`config.mk`:
```
export PLATFORM = sky130hd
export DESIGN_NAME = usb_ep_arbiter
export DESIGN_NICKNAME = d
export VERILOG_FILES = /design/src/rtl/usb_arb_pkg.sv /design/src/rtl/usb_rr_pick.sv /design/src/rtl/usb_ep_arbiter.sv
export SDC_FILE = /design/constraint.sdc
export NUM_CORES = 1
export LEC_CHECK = 0
export ABC_AREA = 1
export CORE_MARGIN = 2
export CORE_UTILIZATION = 70
export CTS_CLUSTER_SIZE = 8
export DETAILED_ROUTE_END_ITERATION = 6
export DONT_BUFFER_PORTS = 1
export PLACE_DENSITY = 0.92
export RECOVER_POWER = 100
export SYNTH_ARGS = -nofsm -noshare
export SYNTH_HDL_FRONTEND = slang
export SYNTH_HIERARCHICAL = 1
export SYNTH_SLANG_ARGS = --single-unit
```
`constraint.sdc`:
```
create_clock -name clk -period 3.3 [get_ports clk]
set_clock_uncertainty 0.1 [all_clocks]
set_input_delay 0.66 -clock clk [delete_from_list [all_inputs] [get_ports clk]]
set_output_delay 0.66 -clock clk [all_outputs]
set_load 0.01 [all_outputs]
```
`src/rtl/usb_arb_pkg.sv`:
```
// Shared types and helpers for the USB endpoint arbiter.
package usb_arb_pkg;

  localparam int NUM_EP_DEFAULT = 4;
  // Widest endpoint count the arbiter supports; onehot() is sized to this and
  // callers truncate to their own NUM_EP.
  localparam int MAX_EP = 8;

  typedef enum logic {
    IDLE   = 1'b0,
    LOCKED = 1'b1
  } in_state_t;

  function automatic logic [MAX_EP-1:0] onehot(input logic [2:0] idx);
    logic [MAX_EP-1:0] v;
    v      = '0;
    v[idx] = 1'b1;
    return v;
  endfunction

endpackage

```
`src/rtl/usb_rr_pick.sv`:
```
// Combinational round-robin picker: first set request at or above ptr, wrapping.
module usb_rr_pick
  import usb_arb_pkg::*;
#(
  parameter  int NUM_EP = NUM_EP_DEFAULT,
  localparam int PW     = $clog2(NUM_EP)
) (
  input  logic [NUM_EP-1:0] req,
  input  logic [PW-1:0]     ptr,
  output logic [NUM_EP-1:0] gnt,
  output logic              any,
  output logic [PW-1:0]     idx
);

  // Scan from the farthest offset down so the request closest to ptr wins last.
  always_comb begin
    gnt = '0;
    any = 1'b0;
    idx = '0;
    for (int off = NUM_EP - 1; off >= 0; off--) begin
      if (req[(int'(ptr) + off) % NUM_EP]) begin
        any = 1'b1;
        idx = PW'((int'(ptr) + off) % NUM_EP);
      end
    end
    if (any) gnt[idx] = 1'b1;
  end

endmodule

```
`src/rtl/usb_ep_arbiter.sv`:
```
// Shares the core's OUT read port and IN write port among NUM_EP endpoints.
// IN side holds a per-packet lock so one packet carries bytes of one endpoint.
//
//   state  | meaning
//   IDLE   | no IN packet in progress; grant round-robin from in_ptr
//   LOCKED | packet owned by 'owner'; only owner may be granted
module usb_ep_arbiter
  import usb_arb_pkg::*;
#(
  parameter int NUM_EP       = NUM_EP_DEFAULT,
  parameter int LOCK_TIMEOUT = 8
) (
  input  logic                clk,
  input  logic                rstn,
  input  logic                us_tick,
  input  logic [NUM_EP-1:0]   out_ep_req,
  output logic [NUM_EP-1:0]   out_ep_grant,
  output logic                out_data_get,
  input  logic [NUM_EP-1:0]   in_ep_req,
  output logic [NUM_EP-1:0]   in_ep_grant,
  input  logic [8*NUM_EP-1:0] in_ep_data,
  input  logic [NUM_EP-1:0]   in_ep_data_done,
  output logic                in_data_put,
  output logic [7:0]          in_data,
  output logic                in_data_done,
  input  logic                in_pkt_end
);

  localparam int PW = $clog2(NUM_EP);
  localparam int CW = $clog2(LOCK_TIMEOUT + 1);
  localparam logic [PW-1:0] LAST_EP = PW'(NUM_EP - 1);

  in_state_t   state, state_nxt;
  logic [PW-1:0] out_ptr, out_ptr_nxt;
  logic [PW-1:0] in_ptr, in_ptr_nxt;
  logic [PW-1:0] owner, owner_nxt;
  logic [CW-1:0] cnt, cnt_nxt;

  logic [NUM_EP-1:0] out_pick_gnt, in_pick_gnt;
  logic              out_pick_any, in_pick_any;
  logic [PW-1:0]     out_pick_idx, in_pick_idx;

  logic [NUM_EP-1:0] owner_oh;
  logic [7:0]        owner_byte, pick_byte;
  logic [NUM_EP-1:0] in_grant_raw;
  logic [7:0]        in_byte;
  logic              in_done_raw;

  usb_rr_pick #(.NUM_EP(NUM_EP)) u_out_pick (
    .req (out_ep_req),
    .ptr (out_ptr),
    .gnt (out_pick_gnt),
    .any (out_pick_any),
    .idx (out_pick_idx)
  );

  usb_rr_pick #(.NUM_EP(NUM_EP)) u_in_pick (
    .req (in_ep_req),
    .ptr (in_ptr),
    .gnt (in_pick_gnt),
    .any (in_pick_any),
    .idx (in_pick_idx)
  );

  assign owner_oh   = NUM_EP'(onehot(3'(owner)));
  assign owner_byte = in_ep_data[int'(owner)*8 +: 8];
  assign pick_byte  = in_ep_data[int'(in_pick_idx)*8 +: 8];

  // Next-state for pointers, IN lock FSM, idle-timeout counter and IN mux.
  always_comb begin
    state_nxt    = state;
    owner_nxt    = owner;
    cnt_nxt      = cnt;
    in_ptr_nxt   = in_ptr;
    out_ptr_nxt  = out_ptr;
    in_grant_raw = '0;
    in_byte      = '0;
    in_done_raw  = 1'b0;

    if (out_pick_any)
      out_ptr_nxt = (out_pick_idx == LAST_EP) ? '0 : out_pick_idx + PW'(1);

    case (state)
      IDLE: begin
        in_grant_raw = in_pick_gnt;
        if (in_pick_any) begin
          in_byte     = pick_byte;
          in_done_raw = in_ep_data_done[in_pick_idx];
          state_nxt   = LOCKED;
          owner_nxt   = in_pick_idx;
          in_ptr_nxt  = (in_pick_idx == LAST_EP) ? '0 : in_pick_idx + PW'(1);
          cnt_nxt     = '0;
        end
      end
      LOCKED: begin
        in_grant_raw = in_ep_req & owner_oh;
        in_byte      = owner_byte;
        in_done_raw  = in_ep_data_done[owner];
        // Release beats the timeout; a coincident owner byte still goes out.
        if (in_ep_data_done[owner] || in_pkt_end) begin
          state_nxt = IDLE;
          cnt_nxt   = '0;
        end else if (in_ep_req[owner]) begin
          cnt_nxt = '0;
        end else if (us_tick) begin
          if (cnt >= CW'(LOCK_TIMEOUT - 1)) begin
            state_nxt = IDLE;
            cnt_nxt   = CW'(LOCK_TIMEOUT);
          end else begin
            cnt_nxt = cnt + CW'(1);
          end
        end
      end
      default: state_nxt = IDLE;
    endcase
  end

  // State register with synchronous active-low reset.
  always_ff @(posedge clk) begin
    if (!rstn) begin
      state   <= IDLE;
      owner   <= '0;
      cnt     <= '0;
      in_ptr  <= '0;
      out_ptr <= '0;
    end else begin
      state   <= state_nxt;
      owner   <= owner_nxt;
      cnt     <= cnt_nxt;
      in_ptr  <= in_ptr_nxt;
      out_ptr <= out_ptr_nxt;
    end
  end

  // Outputs are forced quiet during reset so grants drop in the same cycle.
  assign out_ep_grant = rstn ? out_pick_gnt : '0;
  assign out_data_get = |out_ep_grant;
  assign in_ep_grant  = rstn ? in_grant_raw : '0;
  assign in_data_put  = |in_ep_grant;
  assign in_data      = rstn ? in_byte : 8'h00;
  assign in_data_done = rstn & in_done_raw;

endmodule

```
==> results of run 1 <==
==> metal layers <==
metal,up-vias,GRT usage,part of all wire
li1,1172,-,-
met4,0,0.126,0.024
met1,983,0.378,0.40
met2,144,0.563,0.48
met3,17,0.0461,0.099
met5,-,0,0
==> report_power, final <==
group / internal (mW) / switching, mW
Combinational: 0.525 / 1.04
Clock: 0.0466 / 0.0492
Sequential: 0.176 / 0.0969
==> worst max-delay path by stage <==
stage,cells after the start,endpoint
5_1_grt,12,in_data[7]
3_3_place_gp,13,in_data[5]
4_1_cts,12,in_data_done
3_5_place_dp,13,in_data_done
2_1_floorplan,13,in_data_put
6_report,6,in_data_put
==> state kept, by name (all words and copies together), names as in the netlist <==
| signal | flops |
|---|---|
| cnt | 4 |
| in_ptr | 2 |
| out_ptr | 2 |
| owner | 2 |
| state | 1 |
==> timing repair <==
action                     4_1_cts  5_1_grt
gates cloned                     0        2
setup endpoints to repair        1       10
gates resized for setup          0        6
hold buffers                     0        0
==> placed cells by master (no fill, tap or decap), drive strengths merged, types with 4 or more instances in the layout <==
cell,Yosys,routed
nor2,42,42
buf,7,6
dfxtp,11,11
nand2,119,119
a21oi,42,42
o22ai,5,5
inv,50,49
clkbuf,4,4
o21ai,32,32
nand3,29,29
==> worst max-delay path, delay by kind of cell (launching register included) <==
kind	cells	cell delay, ns
simple gates	4	0.97
flops	1	0.61
buf+inv	1	0.19
compound gates	1	0.36
==> area by class of cell <==
class | instances | area, um2 | share of cell area
multi-input combinational | 286 | 1410 | 0.719
sequential | 11 | 225 | 0.115
tap | 30 | 37.5 | 0.0192
clock buffer | 4 | 26.3 | 0.0134
timing repair buffer | 6 | 45.0 | 0.0230
timing repair inverter | 2 | 10.0 | 0.00511
inverter | 52 | 206 | 0.105
==> cell families (layout without fill, tap and decap cells) <==
| kind of cell | Yosys count | in the layout | synth area share |
|---|---|---|---|
| fa+ha+maj | 3 | 3 | 0.0196 |
| flops | 11 | 11 | 0.115 |
| compound gates | 84 | 84 | 0.232 |
| simple gates | 199 | 199 | 0.492 |
| buf+inv | 63 | 64 | 0.142 |
==> metrics by stage <==
step | hold slack (ns) | TNS (ns) | instance area [um2] | setup slack [ns]
after global routing | 0.407 | -0.0664 | 1960 | -0.0404
after detailed placement | 0.388 | 0 | 1930 | 0.197
final | 0.405 | 0 | 1960 | 0.137
after global placement | 0.371 | 0 | 1930 | 0.256
after CTS | 0.405 | -0.00402 | 1950 | -0.00402
after floorplan | 0.352 | 0 | 1910 | 0.448
==> reports/qor.yml, run 1 <==
cts:
  cts_tree: "yes"
  numCtsBuffers: 3
  post_cts_buffers: 0
  cts_max_level: 1
  cts_sinks: 11
  cts_root_buffer: "clkbuf_4"
  clk_path_buf_depth: 2
  clk-insertion-delay-late_ns: 0.26
  clk_pin_slew_ns: 0.08
sta:
  max_slew_margin: 0.579
  worst_pin_slew_ns: 0.630
  period_minus_slack_ns: 3.16
  finalHoldViolations: 0
  fin_crit_sh: 0.959
  finalMaxSlewViolations: 0
  max_freq_mhz: 316
  setup_viol_count_final: 0
placed_design:
  numPortBuffers: 0
  dp.cells: 385
  dp_hpwl_um: 3870
  gp_congestion: 1.03
worst_setup_path:
  crit_fanout: 8
  reg2reg_to: "cnt[1]$_SDFFE_PN0P_"
  rrSetupSlack_ns: 1.02
  critPathRequiredTime_ns: 2.54
  setup.worst_path.start: "owner[0]$_SDFFE_PN0P_"
  startpoint_type: "flop"
  end_kind: "output pin"
  crit_slowest_cell: "dfxtp_1"
  r2r.worst_path.cells: 9
  rr_startpoint: "owner[0]$_SDFFE_PN0P_"
  critPathKind: "reg -> out"
  cp_slowest_stage_delay_ns: 0.61
  crit_arrival_ns: 2.40
  cp_cell_sequence: "inv_1 > nor2_1 > nand2_2 > a21oi_1 > or2_0 > or3_1"
floorplan:
  start_util: 0.758
  io_pins: 67
  die_w_um: 56.3
  rows: 18
  dieArea_um2: 3170
  coreArea_um2: 2520
  fp.dieH_um: 56.3
route:
  final_antenna_net_count: 0
  drc: 0
  drt_pre_antenna_iters: 5
  wirelength_um: 5140
  drt-initial-drc-count: 173
  vias_per_cell: 5.92
  vias: 2316
  wire_per_inst_um: 13.1
yosys:
  synth-seq-cells: 11
  syn_avg_cell_area_um2: 5.31
  synth_area_um2: 1910
  yosysMostFrequentCell: "nand2_1"
  synth_edf_count: 0
  async_flop_share: 0
  synthFlopType: "dfxtp_1"
  synth.top_cell.area_share: 0.188
  syn-num-nets: 411
  yosys-top-cells-count: "nand2_1 (96), a21oi_1 (42), inv_1 (39)"
  synth-seq-area-share: 0.115
  synth_warnings: 6
  netlist.top_cell.by_area: "nand2_1"
  synth_area_leaders: "nand2_1 (19%), dfxtp_1 (12%), a21oi_1 (11%), o21ai_0 (8.1%), inv_1 (7.7%)"
  syn_inst: 360
  yosysUniqueCellTypes: 29
global_routing:
  grt-ovfl-total: 0
  grt_max_degree: 25
  groute.usage.overall: 0.316
  grt_pass1_vias: 2110
  antenna_found_initial: 0
  grt_pass1_wl_um: 8450
hold_path:
  hp-class: "reg -> reg"
  min_to: "cnt[2]$_SDFFE_PN0P_"
  holdPathStages: 2
  min-delay-start: "cnt[2]$_SDFFE_PN0P_"
power_and_ir_drop:
  p_leak_nw: 1.02
  p_total_mw: 1.93
  p_per_area_nw_per_um2: 988
  vdd_drop_max_uv: 822
cells_and_area:
  fin_util: 0.776
  fin_nets: 413
  drive_above_1_share: 0.158
  fillers: 238
  antennaDiodeCount: 0
  syn2layout_area_growth_pct: 2.42
  stdcell_count: 391
status:
  status: "completed"
job:
  cap_viol_max_count: 0
Note: power is estimated with default switching activity, not from simulation.
==> inputs of run 2 (changes only) <==
Settings changed: CORE_UTILIZATION 70 to 38, PLACE_DENSITY 0.92 to 0.58.
Clock period 3.3 ns to 3.4 ns, I/O delays scaled along.
==> reports/qor.yml, run 2 (synthesized netlist as in run 1, its figures left out) <==
status:
  status: "completed"
route:
  drc: 0  # unchanged
  wirelength_um: 5620  # +9.3%
  wire_per_inst_um: 13.1  # -0.17%
  drt_pre_antenna_iters: 4  # -1
  drt-initial-drc-count: 102  # -41%
  final_antenna_net_count: 0  # unchanged
  vias: 2272  # -1.9%
  vias_per_cell: 5.31  # -10%
global_routing:
  antenna_found_initial: 0  # unchanged
  grt_pass1_wl_um: 8580  # +1.6%
  grt-ovfl-total: 0  # unchanged
  grt_pass1_vias: 2023  # -4.1%
  grt_max_degree: 25  # unchanged
  groute.usage.overall: 0.195  # -0.121
floorplan:
  fp.dieH_um: 74.9  # +33%
  start_util: 0.399  # -0.358
  die_w_um: 74.9  # +33%
  io_pins: 67  # unchanged
  rows: 25  # +7
  coreArea_um2: 4790  # +90%
  dieArea_um2: 5610  # +77%
sta:
  max_slew_margin: 0.648  # +0.0696
  period_minus_slack_ns: 3.22
  rsz0062_at_grt: "no"
  max_freq_mhz: 311
  fin_crit_sh: 0.946
  finalMaxSlewViolations: 0  # unchanged
  fin_setup_tns_ns: 0  # unchanged
  holdWs_ns: 0.387  # -0.0179 ns
  worst_pin_slew_ns: 0.526  # -0.104 ns
  setup_viol_count_final: 0  # unchanged
  finalHoldViolations: 0  # unchanged
worst_setup_path:
  rrSetupSlack_ns: 1.06  # +0.04 ns
  end_kind: "output pin"
  critPathRequiredTime_ns: 2.62  # +0.08 ns
  path_common_cell: "nor2_1"
  rr_startpoint: "out_ptr[0]$_SDFFE_PN0P_"
  path_buf_inv: 2  # +1
  crit_fanout: 13  # +5
  cp_top_family: "simple AND/OR/NAND/NOR gates"
  crit_slowest_cell: "dfxtp_2"
  cp_slowest_stage_delay_ns: 0.46  # -0.15 ns
  reg2reg_to: "out_ptr[0]$_SDFFE_PN0P_"
  crit_arrival_ns: 2.44  # +0.04 ns
  r2r.worst_path.cells: 11  # +2
  critPathKind: "reg -> out"
  startpoint_type: "flop"
  cp_cell_sequence: "inv_4 > nand2_1 > nand2_2 > nor2_1 > nor2_1 > nand3_1 > nand2_4 > inv_2 > nor2_2 > o21ai_0 > a21oi_1 > or2_0 > or3_1"
hold_path:
  hp-class: "reg -> reg"
  min-delay-start: "cnt[3]$_SDFFE_PN0P_"
  min_to: "cnt[3]$_SDFFE_PN0P_"
  holdPathStages: 2  # unchanged
cells_and_area:
  fin_nets: 413  # unchanged
  layout_commonest_cell: "nand2_1"
  top_register: "cnt"
  final_cell_mix: "nand2_1 (100), a21oi_1 (42), inv_1 (40)"
  drive_above_1_share: 0.147  # -0.0111
  syn2layout_area_growth_pct: 4.78
  largest_reg_flops: 4  # unchanged
  antennaDiodeCount: 0  # unchanged
power_and_ir_drop:
  p_switching_mw: 1.15  # -3.0%
  p_int_mw: 0.736  # -1.5%
  switching_share: 0.610  # -0.00355
  pwr-share-seq: 0.140  # about the same
  p_comb_frac: 0.789  # -0.020
  p_per_area_nw_per_um2: 943  # -4.6%
  p_leak_nw: 1.02  # +0.33%
  clockPowerShare: 0.070  # +0.020
  vdd_drop_max_uv: 425  # -48%
placed_design:
  dp_hpwl_um: 4360  # +13%
  numPortBuffers: 0  # unchanged
  gp_congestion: 0.879  # -15%
cts:
  clk_pin_slew_ns: 0.05  # -0.03 ns
  cts_root_buffer: "clkbuf_8"
  cts_max_level: 1  # unchanged
  clk-insertion-delay-late_ns: 0.24  # -0.02 ns
  cts_tree: "yes"
  holdBufCountCts: 0  # unchanged
  numCtsBuffers: 3  # unchanged
  cts_sinks: 11  # unchanged
  clk_path_buf_depth: 2  # unchanged
  post_cts_buffers: 0  # unchanged
job:
  cap_viol_max_count: 0  # unchanged
## run 2: layout make-up
| cell class | instances | area [um2] |
|---|---|---|
| Tap cell | 67 | 83.8 |
| Sequential cell | 11 | 221 |
| Timing Repair inverter | 2 | 10.0 |
| Inverter | 52 | 203 |
| Timing Repair Buffer | 6 | 41.3 |
| Clock buffer | 3 | 41.3 |
| Fill cell | 533 | 2780 |
| Multi-Input combinational cell | 286 | 1400 |
| Clock inverter | 1 | 5.00 |
## run 2: timing repair
action,in CTS,in global routing
resized for setup,1,3
cloned,0,2
endpoints found under the setup margin,2,9
## run 2: worst min-delay path, delay by kind of cell, from the launching register on
kind	cells	cell delay [ns]
DFF	1	0.33
and+or+nand+nor	1	0.08
AOI/OAI and AO/OA	1	0.04
## run 2: worst max-delay path by stage
| stage | from | end | slack [ns] | cells past startpoint |
|---|---|---|---|---|
| floorplan | in_ep_req[1] | in_data_put | 0.51 | 13 |
| CTS | in_ptr[0]$_SDFFE_PN0P_ | in_data_done | 0.15 | 12 |
| global route | in_ptr[0]$_SDFFE_PN0P_ | in_data_put | 0.01 | 13 |
| finish | in_ptr[0]$_SDFFE_PN0P_ | in_data_put | 0.18 | 13 |
| global placement | in_ep_req[1] | in_data_done | 0.24 | 12 |
| detailed placement | in_ep_req[1] | in_data_done | 0.17 | 12 |
## run 2: through the flow
step | util | cells | power (mW) | instance area [um2] | setup slack, ns
2_1_floorplan | - | 360 | 1.49 | 1910 | 0.508
3_3_place_gp | 0.412 | 422 | 1.73 | 1970 | 0.242
3_5_place_dp | 0.412 | 422 | 1.74 | 1970 | 0.170
4_1_cts | 0.422 | 426 | 1.89 | 2020 | 0.146
5_1_grt | 0.419 | 428 | 2.11 | 2000 | 0.0131
6_report | 0.419 | 428 | 1.89 | 2000 | 0.184
## run 2: power groups by stage
stage                     Sequential [mW]  Combinational [mW]  Clock [mW]
final                               0.265                1.49       0.133
after floorplan                     0.202                1.29           0
after global placement              0.271                1.46           0
after detailed placement            0.271                1.47           0
after global routing                0.274                1.69       0.146
after CTS                           0.269                1.48       0.140
## run 2: routing by layer
layer	routed length (um)	vias to the layer above	track usage
met2	2710	99	0.360
met3	481	11	0.0308
met4	97	0	0.0873
met1	2330	994	0.219
met5	0	-	0
li1	-	1168	-
